$ cat src/rtl/exp_acc_pkg.sv
// Shared types and widths for the exponential-engine job scheduler.
package exp_acc_pkg;

  localparam int unsigned FIFO_DEPTH = 4;
  localparam int unsigned V_W        = 5;
  localparam int unsigned U_W        = 2;
  localparam int unsigned JOB_W      = V_W + U_W;
  localparam int unsigned ENG_X_W    = 16;
  localparam int unsigned RESULT_W   = 18;
  localparam int unsigned WR_DATA_W  = 21;
  localparam int unsigned WAIT_CNT_W = 8;

  typedef enum logic [2:0] {
    ST_IDLE  = 3'd0,
    ST_LOAD  = 3'd1,
    ST_START = 3'd2,
    ST_WAIT  = 3'd3,
    ST_WRITE = 3'd4
  } sched_state_t;

  // Zero-extend the engine result to the write width, then shift left by u.
  // Bits shifted past the top are discarded.
  function automatic logic [WR_DATA_W-1:0] shift_result(
    input logic [RESULT_W-1:0] res,
    input logic [U_W-1:0]      sh
  );
    logic [WR_DATA_W-1:0] w_ext;
    w_ext = WR_DATA_W'(res);
    return w_ext << sh;
  endfunction

endpackage

$ cat src/rtl/job_fifo.sv
// Synchronous first-word-fall-through FIFO; o_dout shows the head entry.
// A push while full is accepted only when a pop happens in the same cycle.
module job_fifo #(
  parameter int unsigned DEPTH = 4,
  parameter int unsigned WIDTH = 7
) (
  input  logic             clk,
  input  logic             rst,
  input  logic             i_push,
  input  logic             i_pop,
  input  logic [WIDTH-1:0] i_din,
  output logic [WIDTH-1:0] o_dout,
  output logic             o_full,
  output logic             o_empty
);

  localparam int unsigned PTR_W = (DEPTH > 1) ? $clog2(DEPTH) : 1;
  localparam int unsigned CNT_W = $clog2(DEPTH + 1);

  logic [WIDTH-1:0] r_mem [DEPTH];
  logic [PTR_W-1:0] r_wr_ptr;
  logic [PTR_W-1:0] r_rd_ptr;
  logic [CNT_W-1:0] r_count;

  logic w_do_pop;
  logic w_do_push;

  function automatic logic [PTR_W-1:0] ptr_inc(input logic [PTR_W-1:0] p);
    return (p == PTR_W'(DEPTH - 1)) ? '0 : p + PTR_W'(1);
  endfunction

  assign o_full    = (r_count == CNT_W'(DEPTH));
  assign o_empty   = (r_count == '0);
  assign o_dout    = r_mem[r_rd_ptr];
  assign w_do_pop  = i_pop && !o_empty;
  assign w_do_push = i_push && (!o_full || w_do_pop);

  // Storage write; contents need no reset because the count gates reads.
  always_ff @(posedge clk) begin
    if (w_do_push) begin
      r_mem[r_wr_ptr] <= i_din;
    end
  end

  // Pointer and occupancy bookkeeping.
  always_ff @(posedge clk) begin
    if (rst) begin
      r_wr_ptr <= '0;
      r_rd_ptr <= '0;
      r_count  <= '0;
    end else begin
      if (w_do_push) begin
        r_wr_ptr <= ptr_inc(r_wr_ptr);
      end
      if (w_do_pop) begin
        r_rd_ptr <= ptr_inc(r_rd_ptr);
      end
      case ({w_do_push, w_do_pop})
        2'b10:   r_count <= r_count + CNT_W'(1);
        2'b01:   r_count <= r_count - CNT_W'(1);
        default: r_count <= r_count;
      endcase
    end
  end

endmodule

$ cat src/rtl/exp_job_scheduler.sv
// Job scheduler feeding an exponential engine: buffers {v,u} jobs, starts the
// engine per job, and writes the shifted result through a req/ack port.
// Optional feature: define EXP_SCHED_TIMEOUT_EN to bound the engine wait and
// expose a sticky timeoutErr output.
module exp_job_scheduler
  import exp_acc_pkg::*;
(
  input  logic        clk,
  input  logic        rst,
  input  logic        inValid,
  output logic        inReady,
  input  logic [4:0]  v,
  input  logic [1:0]  u,
  output logic        engStart,
  output logic [15:0] engX,
  input  logic        engDone,
  input  logic [17:0] engResult,
  output logic        wrReq,
  input  logic        wrAck,
  output logic [20:0] wrData,
  output logic        busy
`ifdef EXP_SCHED_TIMEOUT_EN
  ,
  output logic        timeoutErr
`endif
);

  sched_state_t r_state;
  sched_state_t w_next_state;

  logic                 w_push;
  logic                 w_pop;
  logic                 w_full;
  logic                 w_empty;
  logic [JOB_W-1:0]     w_head;

  logic [V_W-1:0]       r_v;
  logic [U_W-1:0]       r_u;
  logic [WR_DATA_W-1:0] r_wrdata;

`ifdef EXP_SCHED_TIMEOUT_EN
  logic [WAIT_CNT_W-1:0] r_wait_cnt;
  logic                  r_timeout;
`endif

  assign inReady = !rst && !w_full;
  assign w_push  = inValid && inReady;

  job_fifo #(
    .DEPTH (FIFO_DEPTH),
    .WIDTH (JOB_W)
  ) u_fifo (
    .clk     (clk),
    .rst     (rst),
    .i_push  (w_push),
    .i_pop   (w_pop),
    .i_din   ({v, u}),
    .o_dout  (w_head),
    .o_full  (w_full),
    .o_empty (w_empty)
  );

  // State register.
  always_ff @(posedge clk) begin
    if (rst) begin
      r_state <= ST_IDLE;
    end else begin
      r_state <= w_next_state;
    end
  end

  // Next-state logic and FIFO pop strobe.
  always_comb begin
    w_next_state = r_state;
    w_pop        = 1'b0;
    case (r_state)
      ST_IDLE: begin
        if (!w_empty) begin
          w_next_state = ST_LOAD;
        end
      end
      ST_LOAD: begin
        w_pop        = 1'b1;
        w_next_state = ST_START;
      end
      ST_START: begin
        w_next_state = ST_WAIT;
      end
      ST_WAIT: begin
        if (engDone) begin
          w_next_state = ST_WRITE;
        end
`ifdef EXP_SCHED_TIMEOUT_EN
        else if (r_wait_cnt == '1) begin
          w_next_state = ST_IDLE;
        end
`endif
      end
      ST_WRITE: begin
        if (wrAck) begin
          w_next_state = ST_IDLE;
        end
      end
      default: begin
        w_next_state = ST_IDLE;
      end
    endcase
  end

  // Job registers: the head is peeked on the IDLE->LOAD edge (FIFO is
  // first-word-fall-through) so engX is already valid throughout LOAD; the
  // pop itself happens in LOAD.
  always_ff @(posedge clk) begin
    if (rst) begin
      r_v <= '0;
      r_u <= '0;
    end else if (r_state == ST_IDLE && !w_empty) begin
      {r_v, r_u} <= w_head;
    end
  end

  // Capture and shift the engine result when it arrives during WAIT.
  always_ff @(posedge clk) begin
    if (rst) begin
      r_wrdata <= '0;
    end else if (r_state == ST_WAIT && engDone) begin
      r_wrdata <= shift_result(engResult, r_u);
    end
  end

`ifdef EXP_SCHED_TIMEOUT_EN
  // WAIT-cycle counter, preloaded to 1 so it equals the current WAIT cycle
  // number; the sticky error flags a job dropped at count 255.
  always_ff @(posedge clk) begin
    if (rst) begin
      r_wait_cnt <= '0;
      r_timeout  <= 1'b0;
    end else begin
      if (r_state == ST_START) begin
        r_wait_cnt <= WAIT_CNT_W'(1);
      end else if (r_state == ST_WAIT && !engDone && r_wait_cnt != '1) begin
        r_wait_cnt <= r_wait_cnt + WAIT_CNT_W'(1);
      end
      if (r_state == ST_WAIT && !engDone && r_wait_cnt == '1) begin
        r_timeout <= 1'b1;
      end
    end
  end

  assign timeoutErr = r_timeout;
`endif

  assign engStart = (r_state == ST_START);
  assign engX     = {3'b000, r_v, 8'b0000_0000};
  assign wrReq    = (r_state == ST_WRITE);
  assign wrData   = r_wrdata;
  assign busy     = !w_empty || (r_state != ST_IDLE);

endmodule

$ cat config.mk
export PLATFORM = sky130hd
export DESIGN_NAME = exp_job_scheduler
export DESIGN_NICKNAME = d
export VERILOG_FILES = /design/src/rtl/exp_acc_pkg.sv /design/src/rtl/job_fifo.sv /design/src/rtl/exp_job_scheduler.sv
export SDC_FILE = /design/constraint.sdc
export NUM_CORES = 1
export LEC_CHECK = 0
export ABC_AREA = 1
export CAP_MARGIN = 40
export CELL_PAD_IN_SITES_DETAIL_PLACEMENT = 1
export CELL_PAD_IN_SITES_GLOBAL_PLACEMENT = 1
export CORE_MARGIN = 2
export CORE_UTILIZATION = 26
export DETAILED_ROUTE_END_ITERATION = 8
export GPL_TIMING_DRIVEN = 0
export PLACE_DENSITY_LB_ADDON = 0.1
export SLEW_MARGIN = 15
export SYNTH_ARGS = -nofsm -noshare
export SYNTH_HDL_FRONTEND = slang
export SYNTH_SLANG_ARGS = --single-unit
$ cat constraint.sdc
create_clock -name clk -period 4.79 [get_ports clk]
set_input_delay 0.479 -clock clk [delete_from_list [all_inputs] [get_ports clk]]
set_output_delay 0.479 -clock clk [all_outputs]
set_load 0.01 [all_outputs]
==> reports/summary.log <==
[logic_synthesis] top cells by area in the synthesized netlist sky130_fd_sc_hd__edfxtp_1 27%, sky130_fd_sc_hd__dfxtp_1 24%, sky130_fd_sc_hd__nor2_1 12%, sky130_fd_sc_hd__o21ai_0 10%, sky130_fd_sc_hd__buf_4 2.9%
[clock_network] clock slew seen by the registers of the worst setup and hold paths 0.06 ns
[final_layout] Filler Cell Count 1409
[logic_synthesis] Synth Flop Type sky130_fd_sc_hd__dfxtp_1
[routing] ANT nets after route 0
[die] height of the chip 114 um
[global_route] vias in the first global route 2645
[timing] Slew Limit Headroom 51.4%
[die] core region area 11900 sq um
[die] starting density of the core 26.3%
[worst_hold_path] Hold Crit Class input pin to flop
[die] die area 12900 sq um
[logic_synthesis] Cells after Synth 367
[place] port buffer count 58
[worst_setup_path] critical path startpoint category flop
[place] placed cell areas 3920 sq um
[final_layout] Nets 483
[timing] final critical-path required period 2.11 ns
[clock_network] Clk Latency, worst-skew pair 0.33 ns
[final_layout] Area Overhead vs Synth 36.7%
[timing] accumulated negative setup slack 0 ns
[timing] Max Clk Rate 474 MHz
[pwr] proportion of power drawn by combinational gates 27.4%
[routing] number of remaining DRC errors 0
[clock_network] CTS buffer count 9
[global_route] leftover overflow at the end of global routing 0
[logic_synthesis] largest area contributor in the synthesized netlist sky130_fd_sc_hd__edfxtp_1
[logic_synthesis] Avg Inst Size Synth 8.50 sq um
[place] Routability Congestion 0.763
[place] half-perimeter wire length of the detailed placement result 6210 um
[timing] Max Slew Vio Count 0
[clock_network] Clock Tree Buf Depth 2
[routing] DR pass1 iterations 6
[global_route] gr usage total 13.5%
[routing] number of DRC markers after the initial detailed-route iteration 72
[clock_network] H-tree depth 3
[worst_setup_path] kind of critical path flop to output pin
[timing] Worst-Margin Slew 0.727 ns
[final_layout] diode count 0
[pwr] share of total power in the clock network 38.1%
[global_route] maximum number of pins on one net before global-route repair 13
[pwr] power dissipated by switching net loads 0.613 mW
[timing] number of endpoints with negative hold slack in the final report 0
[logic_synthesis] Unique masters post-synth 33
[logic_synthesis] total of flip-flops plus latches after synthesis 66
[final_layout] Design Area, Final 4270 sq um
[timing] fraction of the cycle the final worst path needs 44.0%
[pwr] static leakage power 1.69 nW
[clock_network] clock sink count 66
[pwr] Switching Fraction 30.6%
[logic_synthesis] share of flip-flops with an asynchronous set or reset after synthesis 0%
[pwr] maximum vdd ir drop 0.000188 V
[global_route] wire length of the first global-routing pass 13300 um
[job] max-cap violations 0
[pwr] internal cell power 1.39 mW
[clock_network] hold bufs inserted after CTS 0
[worst_setup_path] data arrival time at the worst-slack endpoint 1.63 ns
[logic_synthesis] EDFF count, synth 28
[logic_synthesis] number of warnings issued by yosys 0
[clock_network] clock tree root driver cell sky130_fd_sc_hd__clkbuf_16
[die] IO Pins 71
[routing] wirelength, routed 8420 um
[timing] setup-violating endpoint count in the final report 0
[final_layout] fraction of final layout cells sized beyond drive strength 1 13.3%
[logic_synthesis] synthesized area 3120 sq um
[timing] setup clock skew after layout 0.00516 ns
[clock_network] clock tree from TritonCTS built
[worst_setup_path] required time worst endpoint 4.31 ns
[clock_network] number of resized instances in the post-cts repair step 0
[pwr] sequential group share of total power 34.6%
[worst_setup_path] kind of capture point of the worst setup path output pin
[status] status completed
[routing] vias per std cell 4.47
[routing] wire per inst 14.1 um
[timing] RSZ-0062 raised after global routing false
[pwr] Cell Pwr Density 470 nW/um^2
[pwr] Design Power 2.01 mW
[logic_synthesis] sequential cell area fraction in the yosys report 51.3%
[clock_network] setup fix buffers added after clock tree synthesis 0
[die] horizontal die dimension 114 um
[routing] via count 2671
[die] Cell Rows 40
[global_route] antenna violations before repair 0
[worst_setup_path] top fanout value on the critical path 5
[logic_synthesis] area share of the leading cell type in the synthesized netlist 26.9%
## logic make-up (layout without fill, tap and decap cells)
kind of cell               Yosys count  count (layout)  share of synthesized area, %
adders and majority gates            7               7                          3.05
DFF                                 66              66                          51.3
other                                1              11                         0.120
and+or+nand+nor                    135             135                          18.1
buffers and inverters               56             130                          10.2
AOI/OAI and AO/OA                  102             102                          17.2
## layout make-up
class	count	area, sq um	area share, %
Multi-Input combinational cell	255	1240	29.0
Clock inverter	6	114	2.67
Sequential cell	66	1600	37.5
Buffer	27	206	4.84
Tap cell	147	184	4.31
Inverter	29	111	2.61
Clock buffer	10	229	5.37
Timing Repair Buffer	58	581	13.6
## power by group through the flow
stage | clock (mW) | combinational (mW) | sequential (mW)
4_1_cts | 0.783 | 0.559 | 0.696
6_report | 0.764 | 0.549 | 0.694
2_1_floorplan | 0 | 0.337 | 0.708
3_3_place_gp | 0 | 0.550 | 0.706
5_1_grt | 0.804 | 0.618 | 0.703
3_5_place_dp | 0 | 0.558 | 0.707
## metrics by stage
| step | utilization (%) | hold WS [ns] | setup slack (ns) | std cells |
|---|---|---|---|---|
| 2_1_floorplan | - | 0.490 | 2.84 | 377 |
| 3_3_place_gp | 33.1 | 0.486 | 2.53 | 582 |
| 3_5_place_dp | 33.1 | 0.486 | 2.42 | 582 |
| 4_1_cts | 36.0 | 0.446 | 2.64 | 598 |
| 5_1_grt | 36.0 | 0.462 | 2.46 | 598 |
| 6_report | 36.0 | 0.453 | 2.68 | 598 |
## critical path, stage by stage, from the launching register on
cell	delay, ns
sky130_fd_sc_hd__dfxtp_1	0.35
sky130_fd_sc_hd__nor2_2	0.18
sky130_fd_sc_hd__nand2_2	0.09
sky130_fd_sc_hd__nor2_1	0.15
sky130_fd_sc_hd__inv_1	0.06
sky130_fd_sc_hd__clkdlybuf4s50_1	0.47
## layout by cell type (no fill, tap or decap), drive strengths merged
| cell | count |
|---|---|
| nor3b | 1 |
| edfxtp | 28 |
| nand3 | 4 |
| buf | 25 |
| clkinvlp | 2 |
| nand2 | 21 |
| fa | 1 |
| o21a | 1 |
| nand4 | 1 |
| conb | 11 |
| clkdlybuf4s50 | 58 |
| ha | 6 |
| inv | 29 |
| bufinv | 3 |
| o21ai | 82 |
| a21oi | 11 |
| clkinv | 1 |
| o22ai | 8 |
| nor2 | 99 |
| clkbuf | 12 |
| or2 | 9 |
| dfxtp | 38 |
## Yosys cell counts (3+ instances only)
library cell / count
sky130_fd_sc_hd__nor2_1: 97
sky130_fd_sc_hd__o21ai_0: 65
sky130_fd_sc_hd__dfxtp_1: 38
sky130_fd_sc_hd__edfxtp_1: 28
sky130_fd_sc_hd__inv_1: 23
sky130_fd_sc_hd__nand2_1: 20
sky130_fd_sc_hd__o21ai_1: 17
sky130_fd_sc_hd__buf_4: 12
sky130_fd_sc_hd__a21oi_1: 9
sky130_fd_sc_hd__o22ai_1: 8
sky130_fd_sc_hd__or2_2: 8
sky130_fd_sc_hd__buf_6: 7
sky130_fd_sc_hd__ha_1: 6
sky130_fd_sc_hd__buf_2: 5
sky130_fd_sc_hd__inv_2: 4
sky130_fd_sc_hd__nand3_1: 3
## layer usage
layer	vias up	global-route usage [%]	part of all wire, %
met5	-	0	0
met1	1258	16.8	46
li1	1352	-	-
met2	52	22.4	48
met4	0	5.12	1.5
met3	9	3.77	4.6
## state kept, by name, summed over array words and instances, names as in the netlist
name and count:
wrData 21, u_fifo.r_wr_ptr 2, r_u 2, u_fifo.r_mem 28, u_fifo.r_rd_ptr 2, r_state 3
u_fifo.r_count 3, r_v 5
## worst paths after layout
path	end	depth (start not counted)	startpoint	slack [ns]
worst min-delay path	r_state[0]	2	rst	0.45
worst min register to register	wrData[19]	2	wrData[19]	0.49
worst max register to register	u_fifo.r_count[2]	11	r_state[0]	2.68
worst max-delay path	busy	5	r_state[0]	2.68
No activity file was read; power rests on OpenSTA's default activity.
